==> src/rtl/ps2_pkg.sv <==
`default_nettype none
// ============================================================================
//  Module      : ps2_pkg
//  Description : Shared scan-code constants, ASCII codes for the arrow keys,
//                receiver state type and a majority-vote helper.
//  Revision    : 1.0  initial release
// ============================================================================
package ps2_pkg;

    // Scan-code set 2 prefix and modifier codes
    localparam logic [7:0] SC_EXT    = 8'hE0;
    localparam logic [7:0] SC_BRK    = 8'hF0;
    localparam logic [7:0] SC_LSHIFT = 8'h12;
    localparam logic [7:0] SC_RSHIFT = 8'h59;

    // Control codes emitted for the extended arrow keys
    localparam logic [7:0] ASCII_UP    = 8'h01;
    localparam logic [7:0] ASCII_DOWN  = 8'h02;
    localparam logic [7:0] ASCII_LEFT  = 8'h03;
    localparam logic [7:0] ASCII_RIGHT = 8'h04;

    // Frame receiver states
    typedef enum logic [1:0] {
        IDLE   = 2'd0,
        DATA   = 2'd1,
        PARITY = 2'd2,
        STOP   = 2'd3
    } rx_state_t;

    // 2-of-3 vote used to reject single-sample glitches on the PS/2 lines
    function automatic logic majority3(input logic [2:0] s);
        return (s[0] & s[1]) | (s[0] & s[2]) | (s[1] & s[2]);
    endfunction

endpackage
`default_nettype wire

==> src/rtl/ps2_rx.sv <==
`default_nettype none
// ============================================================================
//  Module      : ps2_rx
//  Description : PS/2 line conditioning (2-flop sync + 3-sample majority),
//                11-bit frame receiver with odd-parity check and idle timeout.
//                Emits a one-cycle byte_valid pulse per accepted byte.
//  Revision    : 1.0  initial release
// ============================================================================
module ps2_rx
    import ps2_pkg::*;
#(
    parameter int CLK_HZ     = 25000000,
    parameter int TIMEOUT_US = 2000
) (
    input  logic       clock,
    input  logic       reset,
    input  logic       ps2_clk,
    input  logic       ps2_dat,
    output logic       byte_valid,
    output logic [7:0] byte_data
);

    localparam int TIMEOUT_CYCLES = CLK_HZ / 1000000 * TIMEOUT_US;
    localparam int TW             = $clog2(TIMEOUT_CYCLES + 1);
    localparam logic [TW-1:0] TIMEOUT_LIMIT = TW'(TIMEOUT_CYCLES);

    logic [1:0]    clk_sync;
    logic [1:0]    dat_sync;
    logic [2:0]    clk_hist;
    logic [2:0]    dat_hist;
    logic          clk_filt;
    logic          dat_filt;
    logic          clk_filt_d;
    logic          fall;
    logic          timeout;
    logic [TW-1:0] tmo_cnt;

    rx_state_t     state, state_nx;
    logic [2:0]    bit_cnt, bit_cnt_nx;
    logic [7:0]    shreg, shreg_nx;
    logic          par_bit, par_nx;
    logic          valid_nx;
    logic [7:0]    data_nx;

    // Synchronize and majority-filter both lines; idle level is high
    always_ff @(posedge clock) begin
        if (reset) begin
            clk_sync   <= 2'b11;
            dat_sync   <= 2'b11;
            clk_hist   <= 3'b111;
            dat_hist   <= 3'b111;
            clk_filt   <= 1'b1;
            dat_filt   <= 1'b1;
            clk_filt_d <= 1'b1;
        end else begin
            clk_sync   <= {clk_sync[0], ps2_clk};
            dat_sync   <= {dat_sync[0], ps2_dat};
            clk_hist   <= {clk_hist[1:0], clk_sync[1]};
            dat_hist   <= {dat_hist[1:0], dat_sync[1]};
            clk_filt   <= majority3(clk_hist);
            dat_filt   <= majority3(dat_hist);
            clk_filt_d <= clk_filt;
        end
    end

    assign fall    = clk_filt_d & ~clk_filt;
    assign timeout = (state != IDLE) && !fall && (tmo_cnt == TIMEOUT_LIMIT);

    // Idle timer: restarts on every PS/2 clock fall, only runs inside a frame
    always_ff @(posedge clock) begin
        if (reset || fall || state == IDLE) begin
            tmo_cnt <= '0;
        end else if (tmo_cnt != TIMEOUT_LIMIT) begin
            tmo_cnt <= tmo_cnt + 1'b1;
        end
    end

    // Receiver state register
    always_ff @(posedge clock) begin
        if (reset) begin
            state      <= IDLE;
            bit_cnt    <= 3'd0;
            shreg      <= 8'h00;
            par_bit    <= 1'b0;
            byte_valid <= 1'b0;
            byte_data  <= 8'h00;
        end else begin
            state      <= state_nx;
            bit_cnt    <= bit_cnt_nx;
            shreg      <= shreg_nx;
            par_bit    <= par_nx;
            byte_valid <= valid_nx;
            byte_data  <= data_nx;
        end
    end

    // Frame sequencing: one step per filtered clock fall, abort on timeout
    always_comb begin
        state_nx   = state;
        bit_cnt_nx = bit_cnt;
        shreg_nx   = shreg;
        par_nx     = par_bit;
        valid_nx   = 1'b0;
        data_nx    = byte_data;
        if (timeout) begin
            state_nx = IDLE;
        end else if (fall) begin
            case (state)
                IDLE: begin
                    if (!dat_filt) begin
                        state_nx   = DATA;
                        bit_cnt_nx = 3'd0;
                    end
                end
                DATA: begin
                    shreg_nx   = {dat_filt, shreg[7:1]};
                    bit_cnt_nx = bit_cnt + 3'd1;
                    if (bit_cnt == 3'd7) begin
                        state_nx = PARITY;
                    end
                end
                PARITY: begin
                    par_nx   = dat_filt;
                    state_nx = STOP;
                end
                STOP: begin
                    state_nx = IDLE;
                    // Odd parity means XOR over data plus parity bit is 1
                    if (dat_filt && (^{shreg, par_bit})) begin
                        valid_nx = 1'b1;
                        data_nx  = shreg;
                    end
                end
                default: state_nx = IDLE;
            endcase
        end
    end

endmodule
`default_nettype wire

==> src/rtl/ps2_keyboard.sv <==
`default_nettype none
// ============================================================================
//  Module      : ps2_keyboard
//  Description : PS/2 keyboard front end. Tracks E0/F0 prefixes and shift
//                state, maps set-2 make codes to ASCII and strobes kdone.
//  Revision    : 1.0  initial release
// ============================================================================
module ps2_keyboard
    import ps2_pkg::*;
#(
    parameter int CLK_HZ     = 25000000,
    parameter int TIMEOUT_US = 2000
) (
    input  logic       clock,
    input  logic       reset,
    input  logic       ps2_clk,
    input  logic       ps2_dat,
    output logic       kdone,
    output logic [7:0] ascii
);

    logic       byte_valid;
    logic [7:0] byte_data;
    logic       ext;
    logic       brk;
    logic       shift;
    logic       map_hit;
    logic [7:0] map_char;
    logic       letter_hit;
    logic [7:0] letter;
    logic       digit_hit;
    logic [3:0] digit;
    logic [7:0] digit_char;

    ps2_rx #(
        .CLK_HZ     (CLK_HZ),
        .TIMEOUT_US (TIMEOUT_US)
    ) u_rx (
        .clock      (clock),
        .reset      (reset),
        .ps2_clk    (ps2_clk),
        .ps2_dat    (ps2_dat),
        .byte_valid (byte_valid),
        .byte_data  (byte_data)
    );

    // Scan code to ASCII lookup for the current prefix/shift context
    always_comb begin
        map_hit    = 1'b0;
        map_char   = 8'h00;
        letter_hit = 1'b1;
        letter     = 8'h00;
        digit_hit  = 1'b1;
        digit      = 4'd0;
        digit_char = 8'h00;

        case (byte_data)
            8'h1C: letter = 8'h61;  8'h32: letter = 8'h62;
            8'h21: letter = 8'h63;  8'h23: letter = 8'h64;
            8'h24: letter = 8'h65;  8'h2B: letter = 8'h66;
            8'h34: letter = 8'h67;  8'h33: letter = 8'h68;
            8'h43: letter = 8'h69;  8'h3B: letter = 8'h6A;
            8'h42: letter = 8'h6B;  8'h4B: letter = 8'h6C;
            8'h3A: letter = 8'h6D;  8'h31: letter = 8'h6E;
            8'h44: letter = 8'h6F;  8'h4D: letter = 8'h70;
            8'h15: letter = 8'h71;  8'h2D: letter = 8'h72;
            8'h1B: letter = 8'h73;  8'h2C: letter = 8'h74;
            8'h3C: letter = 8'h75;  8'h2A: letter = 8'h76;
            8'h1D: letter = 8'h77;  8'h22: letter = 8'h78;
            8'h35: letter = 8'h79;  8'h1A: letter = 8'h7A;
            default: letter_hit = 1'b0;
        endcase

        case (byte_data)
            8'h45: digit = 4'd0;  8'h16: digit = 4'd1;
            8'h1E: digit = 4'd2;  8'h26: digit = 4'd3;
            8'h25: digit = 4'd4;  8'h2E: digit = 4'd5;
            8'h36: digit = 4'd6;  8'h3D: digit = 4'd7;
            8'h3E: digit = 4'd8;  8'h46: digit = 4'd9;
            default: digit_hit = 1'b0;
        endcase

        if (shift) begin
            case (digit)
                4'd0: digit_char = 8'h29;  4'd1: digit_char = 8'h21;
                4'd2: digit_char = 8'h40;  4'd3: digit_char = 8'h23;
                4'd4: digit_char = 8'h24;  4'd5: digit_char = 8'h25;
                4'd6: digit_char = 8'h5E;  4'd7: digit_char = 8'h26;
                4'd8: digit_char = 8'h2A;  4'd9: digit_char = 8'h28;
                default: digit_char = 8'h00;
            endcase
        end else begin
            digit_char = 8'h30 + {4'd0, digit};
        end

        if (ext) begin
            case (byte_data)
                8'h75: begin map_hit = 1'b1; map_char = ASCII_UP;    end
                8'h72: begin map_hit = 1'b1; map_char = ASCII_DOWN;  end
                8'h6B: begin map_hit = 1'b1; map_char = ASCII_LEFT;  end
                8'h74: begin map_hit = 1'b1; map_char = ASCII_RIGHT; end
                default: map_hit = 1'b0;
            endcase
        end else if (letter_hit) begin
            map_hit  = 1'b1;
            map_char = shift ? (letter - 8'h20) : letter;
        end else if (digit_hit) begin
            map_hit  = 1'b1;
            map_char = digit_char;
        end else begin
            case (byte_data)
                8'h29: begin map_hit = 1'b1; map_char = 8'h20; end
                8'h5A: begin map_hit = 1'b1; map_char = 8'h0D; end
                8'h66: begin map_hit = 1'b1; map_char = 8'h08; end
                8'h76: begin map_hit = 1'b1; map_char = 8'h1B; end
                8'h0D: begin map_hit = 1'b1; map_char = 8'h09; end
                default: map_hit = 1'b0;
            endcase
        end
    end

    // Prefix/shift tracking and character emit on each accepted byte
    always_ff @(posedge clock) begin
        if (reset) begin
            kdone <= 1'b0;
            ascii <= 8'h00;
            ext   <= 1'b0;
            brk   <= 1'b0;
            shift <= 1'b0;
        end else begin
            kdone <= 1'b0;
            if (byte_valid) begin
                if (byte_data == SC_EXT) begin
                    ext <= 1'b1;
                end else if (byte_data == SC_BRK) begin
                    brk <= 1'b1;
                end else begin
                    ext <= 1'b0;
                    brk <= 1'b0;
                    if (!ext && (byte_data == SC_LSHIFT || byte_data == SC_RSHIFT)) begin
                        shift <= !brk;
                    end else if (!brk && map_hit) begin
                        kdone <= 1'b1;
                        ascii <= map_char;
                    end
                end
            end
        end
    end

endmodule
`default_nettype wire

==> config.mk <==
export PLATFORM = sky130hd
export DESIGN_NAME = ps2_keyboard
export DESIGN_NICKNAME = d
export VERILOG_FILES = /design/src/rtl/ps2_pkg.sv /design/src/rtl/ps2_rx.sv /design/src/rtl/ps2_keyboard.sv
export SDC_FILE = /design/constraint.sdc
export NUM_CORES = 1
export LEC_CHECK = 0
export ABC_AREA = 1
export CORE_UTILIZATION = 55
export DETAILED_ROUTE_END_ITERATION = 10
export PLACE_DENSITY = 0.71
export SETUP_SLACK_MARGIN = 0.4
export SLEW_MARGIN = 20
export SYNTH_ARGS = -nofsm -noshare
export SYNTH_HDL_FRONTEND = slang
export SYNTH_SLANG_ARGS = --single-unit
export TNS_END_PERCENT = 30
==> constraint.sdc <==
create_clock -name clock -period 3.2 [get_ports clock]
set_input_delay 0.32 -clock clock [delete_from_list [all_inputs] [get_ports clock]]
set_output_delay 0.32 -clock clock [all_outputs]
set_load 0.02 [all_outputs]
# Yosys cells after proc, flatten, opt, wreduce, memory -nomap -nowiden
# Memory sizes are Yosys's and may differ from the RTL's.
# Index checks and enable logic that the tools add are counted.
# Widths: inputs -> output; s select.
classes:
  addsub: 4
  n_eq_ne: 58
  n_mux: 26
  bitwise_logic: 19
  n_reduce_logical: 31
op_table:
  columns: ["operator", "count"]
  rows:
  - ["$eq 8x6->1 const B", 23]
  - ["$pmux 7 s26", 1]
  - ["$eq 8x7->1 const B", 15]
  - ["$eq 8x5->1 const B", 8]
  - ["$mux 8", 5]
  - ["$pmux 4 s9", 1]
  - ["$pmux 6 s5", 1]
  - ["$reduce_or 26->1", 1]
  - ["$add 16x1->16 const B", 1]
  - ["$eq 16x16->1 const B", 1]
  - ["$eq 8x8->1 const B", 2]
  - ["$ne 16x16->1 const B", 1]
  - ["$mux 1", 12]
  - ["$pmux 3 s4", 1]
  - ["$reduce_and 4->1", 3]
  - ["$reduce_or 10->1", 1]
  - ["$reduce_or 5->1", 2]
  - ["$reduce_and 3->1", 3]
  - ["$reduce_xor 9->1", 1]
  - ["$eq 8x4->1 const B", 1]
  - ["$not 1->1", 8]
  - ["$pmux 2 s4", 1]
  - ["$reduce_or 4->1", 2]
  - ["$sub 8x6->8 const B", 1]
  - ["20 further kinds", 42]
word_totals:
  ff_bits: 64
  romBits: 112
  inputBits: 4
  output_inout_bits: 9
  wordCells: 158
  n_memories: 1
mem_list:
  columns: ["memory", "words", "word_bits", "read_ports", "rd_clocked_by_memory_dff", "wr", "line", "source"]
  rows:
  - ["(no name shown)", 16, 7, 1, 0, 0, "ps2_keyboard.sv:84", "case (digit)"]

# Depth between registers and ports, before layout
logic_depth:
  depth_word: 8
  ltp_mapped: 15
  mapped_depth_nobuf: 15

# Cells and area by module
# From an unflattened synthesis, not the netlist that was laid out.
hier_totals:
  cells_unflattened: 588
  area_unflattened_um2: 3863.7
modules_own_cells:
  columns: ["module", "instances", "cells_each", "area_each_um2"]
  rows:
  - ["ps2_rx", 1, 317, 2374.8]
  - ["ps2_keyboard", 1, 271, 1488.9]

# Least setup slack after synthesis
# OpenSTA, ideal clock, no wires.
synth_path:
  path_kind: "register -> register"
  from: "reg u_rx.byte_data[2]"
  to: "reg ascii[7]"
  setup_ns: 0.070
  t_arrival_ns: 1.794
  setup_slack_ns: 1.336
  path_stages_with_launch: 16
  n_path_buf: 0
  period_less_slack_ns: 1.864
  path_cell_list: "dfxtp_1 -> inv_1 -> nand2_1 -> nor2_1 -> nand2_2 -> nand2_1 -> nor2_1 -> nand2_1 -> nor2_1 -> nand2_4 -> inv_1 -> ha_1 -> inv_1 -> nor3_1 -> nand2_1 -> a21oi_1"
synth_between:
  elab_chain_len: 8
  elab_cells_between_ends: 73
  cone_classes: "1 x add/sub; 49 x eq/ne; 12 x mux; 3 x bitwise; 8 x reduce/logical"
synth_rtl:
  columns: ["element", "line", "source"]
  rows:
  - ["start, declared", "ps2_rx.sv:20", "output logic [7:0] byte_data"]
  - ["start signal, assigned", "ps2_rx.sv:93", "byte_data <= data_nx;"]
  - ["parallel branches: the longest is 8 deep, another holds $sub 8x6->8", null, null]
  - ["end signal, assigned", "ps2_keyboard.sv:144", "ascii <= map_char;"]
  - ["end, declared", "ps2_keyboard.sv:19", "output logic [7:0] ascii"]
# Parallel ways; which one is timed is not known.
# A chain may end at the register's enable or synchronous reset.

# Worst setup path after layout
layout_path:
  from: "reg u_rx.byte_data[1]"
  to: "reg ascii[5]"
# Same word-level chain as after synthesis.

==> reports/qor_table.md <==
| Result | Reported |
|:---|:---|
| TritonCTS clock tree | built |
| Share of synthesized registers carrying an async set or reset | 0% |
| Clk buf depth | 2 |
| Count of routing violations after the opening detailed-route iteration | 245 |
| Max-slew headroom at the worst pin | 57.00% |
| Number of clock buffers inserted by TritonCTS | 9 |
| CP required | 3.44 ns |
| Number of hold-repair buffers added at the cts stage | 0 |
| Number of enable flip-flop cells after synthesis | 0 |
| Register share of total power | 53.1% |
| Start of the worst register-to-register path | u_rx.byte_data[1] |
| Quantity of gates resized following cts | 0 |
| Sw Share | 22.75% |
| Internal Pwr Total | 1166 uW |
| Worst-path cell with the longest stage delay | sky130_fd_sc_hd__dfxtp_1 |
| Share of synthesized area occupied by flip-flops and latches | 35.51% |
| HPWL reported at the end of detailed placement | 6.239 mm |
| Post-CTS Setup Inserts | 0 |
| Final-report setup violation count | 0 |
| Share of layout cells above drive strength 1 | 8.034% |
| Slew at the pin closest to its max-slew limit | 0.6430 ns |
| Boundary Pins | 13 |
| RSZ-0062 raised after global routing | false |
| Final critical path time including I/O delays and setup | 2.222 ns |
| Critical Path, Cell by Cell | inv_1 -> nand2_1 -> nor2_1 -> nand2_1 -> nand2_1 -> nor2_1 -> nand2_1 -> nor2_1 -> nand2_4 -> inv_1 -> ha_1 -> nand2_1 -> nand2_1 -> nand2_1 -> o21ai_1 |
| Area of the die | 0.006889 sq mm |
| Remaining antenna violation count after routing | 0 |
| Via count of the first global-routing pass | 3454 |
| Total power divided by cell area | 376.4 mW/mm^2 |
| Count leader, synth | sky130_fd_sc_hd__nand2_1 |
| Power share of the clock group | 45.7% |
| Vias after detailed routing | 3569 |
| Clock latency reported for the late side of the worst-skew pair | 0.34 ns |
| Type of element capturing the critical path | flop |
| WHS Path Cells | 1 |
| Maxcap violations | 0 |
| Portion of total power attributed to combinational logic | 1.2% |
| Number of antenna violations at the first check in global routing | 0 |
| Largest fanout on the critical path | 7 |
| Main synth FF type | sky130_fd_sc_hd__dfxtp_1 |
| Die Wd | 83 microns |
| RD Place Congestion | 0.9559 |
| Post-synth design cell area | 0.003608 sq mm |
| Fin Clk Skew | 0.007780 ns |
| Gate count of the mapped netlist | 562 |
| Cell types with the largest area share after synthesis | sky130_fd_sc_hd__dfxtp_1 (36%), sky130_fd_sc_hd__nand2_1 (18%), sky130_fd_sc_hd__nor2_1 (7.8%) |
| Maximum single-stage delay on the critical path | 0.36 ns |
| Post-synth top cells | sky130_fd_sc_hd__nand2_1 (172), sky130_fd_sc_hd__nor2_1 (75), sky130_fd_sc_hd__dfxtp_1 (64) |
| Final slew viol count | 0 |
| Residual DRC | 0 |
| Via density | 5.391 |
| Switching power total | 343.3 uW |
| FF+latch count, synth | 64 |
| Clock tree sinks | 64 |
| Worst EP arrival | 2.46 ns |
| Mean area per synthesized cell | 6.421 sq um |
| Layout-stage area growth over the synthesis result | 11.10% |
| Total Neg Setup Slack | 0 ns |
| Maximum number of pins on one net before global-route repair | 21 |
| Global Route Usage Sum | 25.49% |
| Hold Crit Endpoint | u_rx.clk_sync[1] |
| F_max | 450.1 MHz |
| CP dominant cell by count | sky130_fd_sc_hd__nand2_1 |
| R2r setup slk | 0.98 ns |
| Diode insertion count for antenna repair | 0 |
| Min-delay src | u_rx.clk_sync[0] |
| Fraction of synthesized cell area taken by the top area cell type | 35.51% |
| Clock edge transition at the registers on the reported setup and hold paths | 0.08 ns |
| Nets@finish | 594 |
| Critical R2R Capture | ascii[5] |
| Count of different cell masters after synthesis | 32 |
| Clock tree root buffer cell | sky130_fd_sc_hd__clkbuf_8 |
| Height of the chip | 83 microns |
| Routed Wire Length | 8.199 mm |
| Worst supply voltage drop on vdd | 0.0002930 V |
| Worst Slack Setup Final | 0.9782 ns |
| Cell type contributing the most total cell area after synthesis | sky130_fd_sc_hd__dfxtp_1 |
| Placement Setup Slack | 1.030 ns |
| Floorplan Core Area | 0.006350 sq mm |
| First-pass GRT wire length | 14.52 mm |
| Result of the run | complete, no violations |
| Leakage power | 0.001705 uW |
| Number of port buffers | 12 |
| R2R cell count | 15 |
| Total overflow reported by the global router | 0 |
| 1st-pass router iterations | 5 |
| Initial core utilization | 56.83% |
| Row Count | 29 |
| Count of yosys warnings during synthesis | 0 |
| H-tree levels | 3 |
| Type of the most critical hold path | reg2reg |
| Type of origin of the critical path | flop |
| Period utilisation layout | 69.43% |
| Final hold violation count | 0 |
| Routed wire length per instance | 12.39 microns |
| Critical setup path kind | reg2reg |
| Total nets after synthesis | 576 |
## layout make-up
type	instances	area, sq um
Tap cell	77	96.34
Multi-Input combinational cell	438	2102
Clock inverter	7	71.32
Timing Repair Buffer	14	135.1
Fill cell	601	2341
Clock buffer	9	123.9
Inverter	53	198.9
Sequential cell	64	1281
## cells by family after synthesis
| group | share of synthesized area, % |
|---|---|
| AOI/OAI and AO/OA | 11.58 |
| xor gates and xnor gates | 2.185 |
| adders and majority gates | 3.467 |
| buffers and inverters | 6.241 |
| DFF | 35.51 |
| and+or+nand+nor | 41.02 |
## metrics by stage
step                      cell area [sq um]  utilization, %  instances  total power, uW  hold WS (ns)
after floorplan                        3608               -        562            830.8        0.3895
after global placement                 3814           60.06        646            837.8        0.3955
after detailed placement               3814           60.06        646            838.0        0.3928
after CTS                              4009           63.13        662             1520        0.4169
after global routing                   4009           63.13        662             1559        0.4449
final                                  4009           63.13        662             1509        0.4147
## power by group through the flow
stage / clock network (uW) / registers (uW) / logic [uW]
after floorplan: 0 / 819 / 12.1
after global placement: 0 / 819 / 18.6
after detailed placement: 0 / 819 / 18.9
after CTS: 700 / 801 / 19.1
after global routing: 737 / 801 / 20.9
final: 690 / 801 / 18.7
## layer usage
layer | vias up | GRT usage (%) | routed length, microns
met4 | 0 | 12.38 | 260
met3 | 25 | 6.163 | 397
met2 | 115 | 42.55 | 3764
li1 | 1858 | - | -
met1 | 1571 | 30.64 | 3776
met5 | - | 0 | 0
## registers in the layout, indices dropped and copies added (netlist names), 2 cells and up
signal / count
u_rx.clk_hist: 3
u_rx.tmo_cnt: 16
u_rx.byte_data: 8
u_rx.bit_cnt: 3
u_rx.clk_sync: 2
u_rx.dat_hist: 3
u_rx.dat_sync: 2
ascii: 8
u_rx.shreg: 8
u_rx.state: 2
## worst max-delay path by stage
stage / startpoint / end / slack (ns) / cells after the start
5_1_grt: u_rx.byte_data[2] / ascii[7] / 0.69 / 15
4_1_cts: u_rx.byte_data[4] / ascii[5] / 1.02 / 14
3_3_place_gp: u_rx.byte_data[1] / ascii[5] / 0.97 / 15
3_5_place_dp: u_rx.byte_data[4] / ascii[5] / 1.03 / 14
6_report: u_rx.byte_data[1] / ascii[5] / 0.98 / 15
2_1_floorplan: u_rx.byte_data[2] / ascii[7] / 1.34 / 15
## critical path: cells and delay by family (launching register included)
family          cells  cell delay (ns)
compound gates      1             0.07
buf+inv             2             0.22
simple gates       11             1.20
flops               1             0.36
fa+ha+maj           1             0.28
## placed cells by master (no fill, tap or decap), types with 2 or more instances in the layout
cell type	Yosys	layout
sky130_fd_sc_hd__nand3_1	38	38
sky130_fd_sc_hd__nand2_4	3	3
sky130_fd_sc_hd__nand4_1	14	14
sky130_fd_sc_hd__buf_4	0	2
sky130_fd_sc_hd__xnor2_1	6	6
sky130_fd_sc_hd__nand3b_1	3	3
sky130_fd_sc_hd__inv_2	3	3
sky130_fd_sc_hd__nor4_1	2	2
sky130_fd_sc_hd__xor2_1	3	3
sky130_fd_sc_hd__nor3_1	8	8
sky130_fd_sc_hd__nor2_1	75	75
sky130_fd_sc_hd__ha_1	10	10
sky130_fd_sc_hd__clkdlybuf4s50_1	0	12
sky130_fd_sc_hd__or2_2	10	10
sky130_fd_sc_hd__clkinv_2	0	2
sky130_fd_sc_hd__inv_1	49	49
sky130_fd_sc_hd__clkinvlp_4	0	3
sky130_fd_sc_hd__o21ai_1	2	2
sky130_fd_sc_hd__o21ai_0	24	24
sky130_fd_sc_hd__nor2_2	6	6
sky130_fd_sc_hd__clkbuf_8	0	9
sky130_fd_sc_hd__a21oi_1	47	47
sky130_fd_sc_hd__nand2_2	4	4
sky130_fd_sc_hd__nand2_1	172	172
sky130_fd_sc_hd__dfxtp_1	64	64
sky130_fd_sc_hd__a211oi_1	2	2
Note: power is estimated with default switching activity, not from simulation.
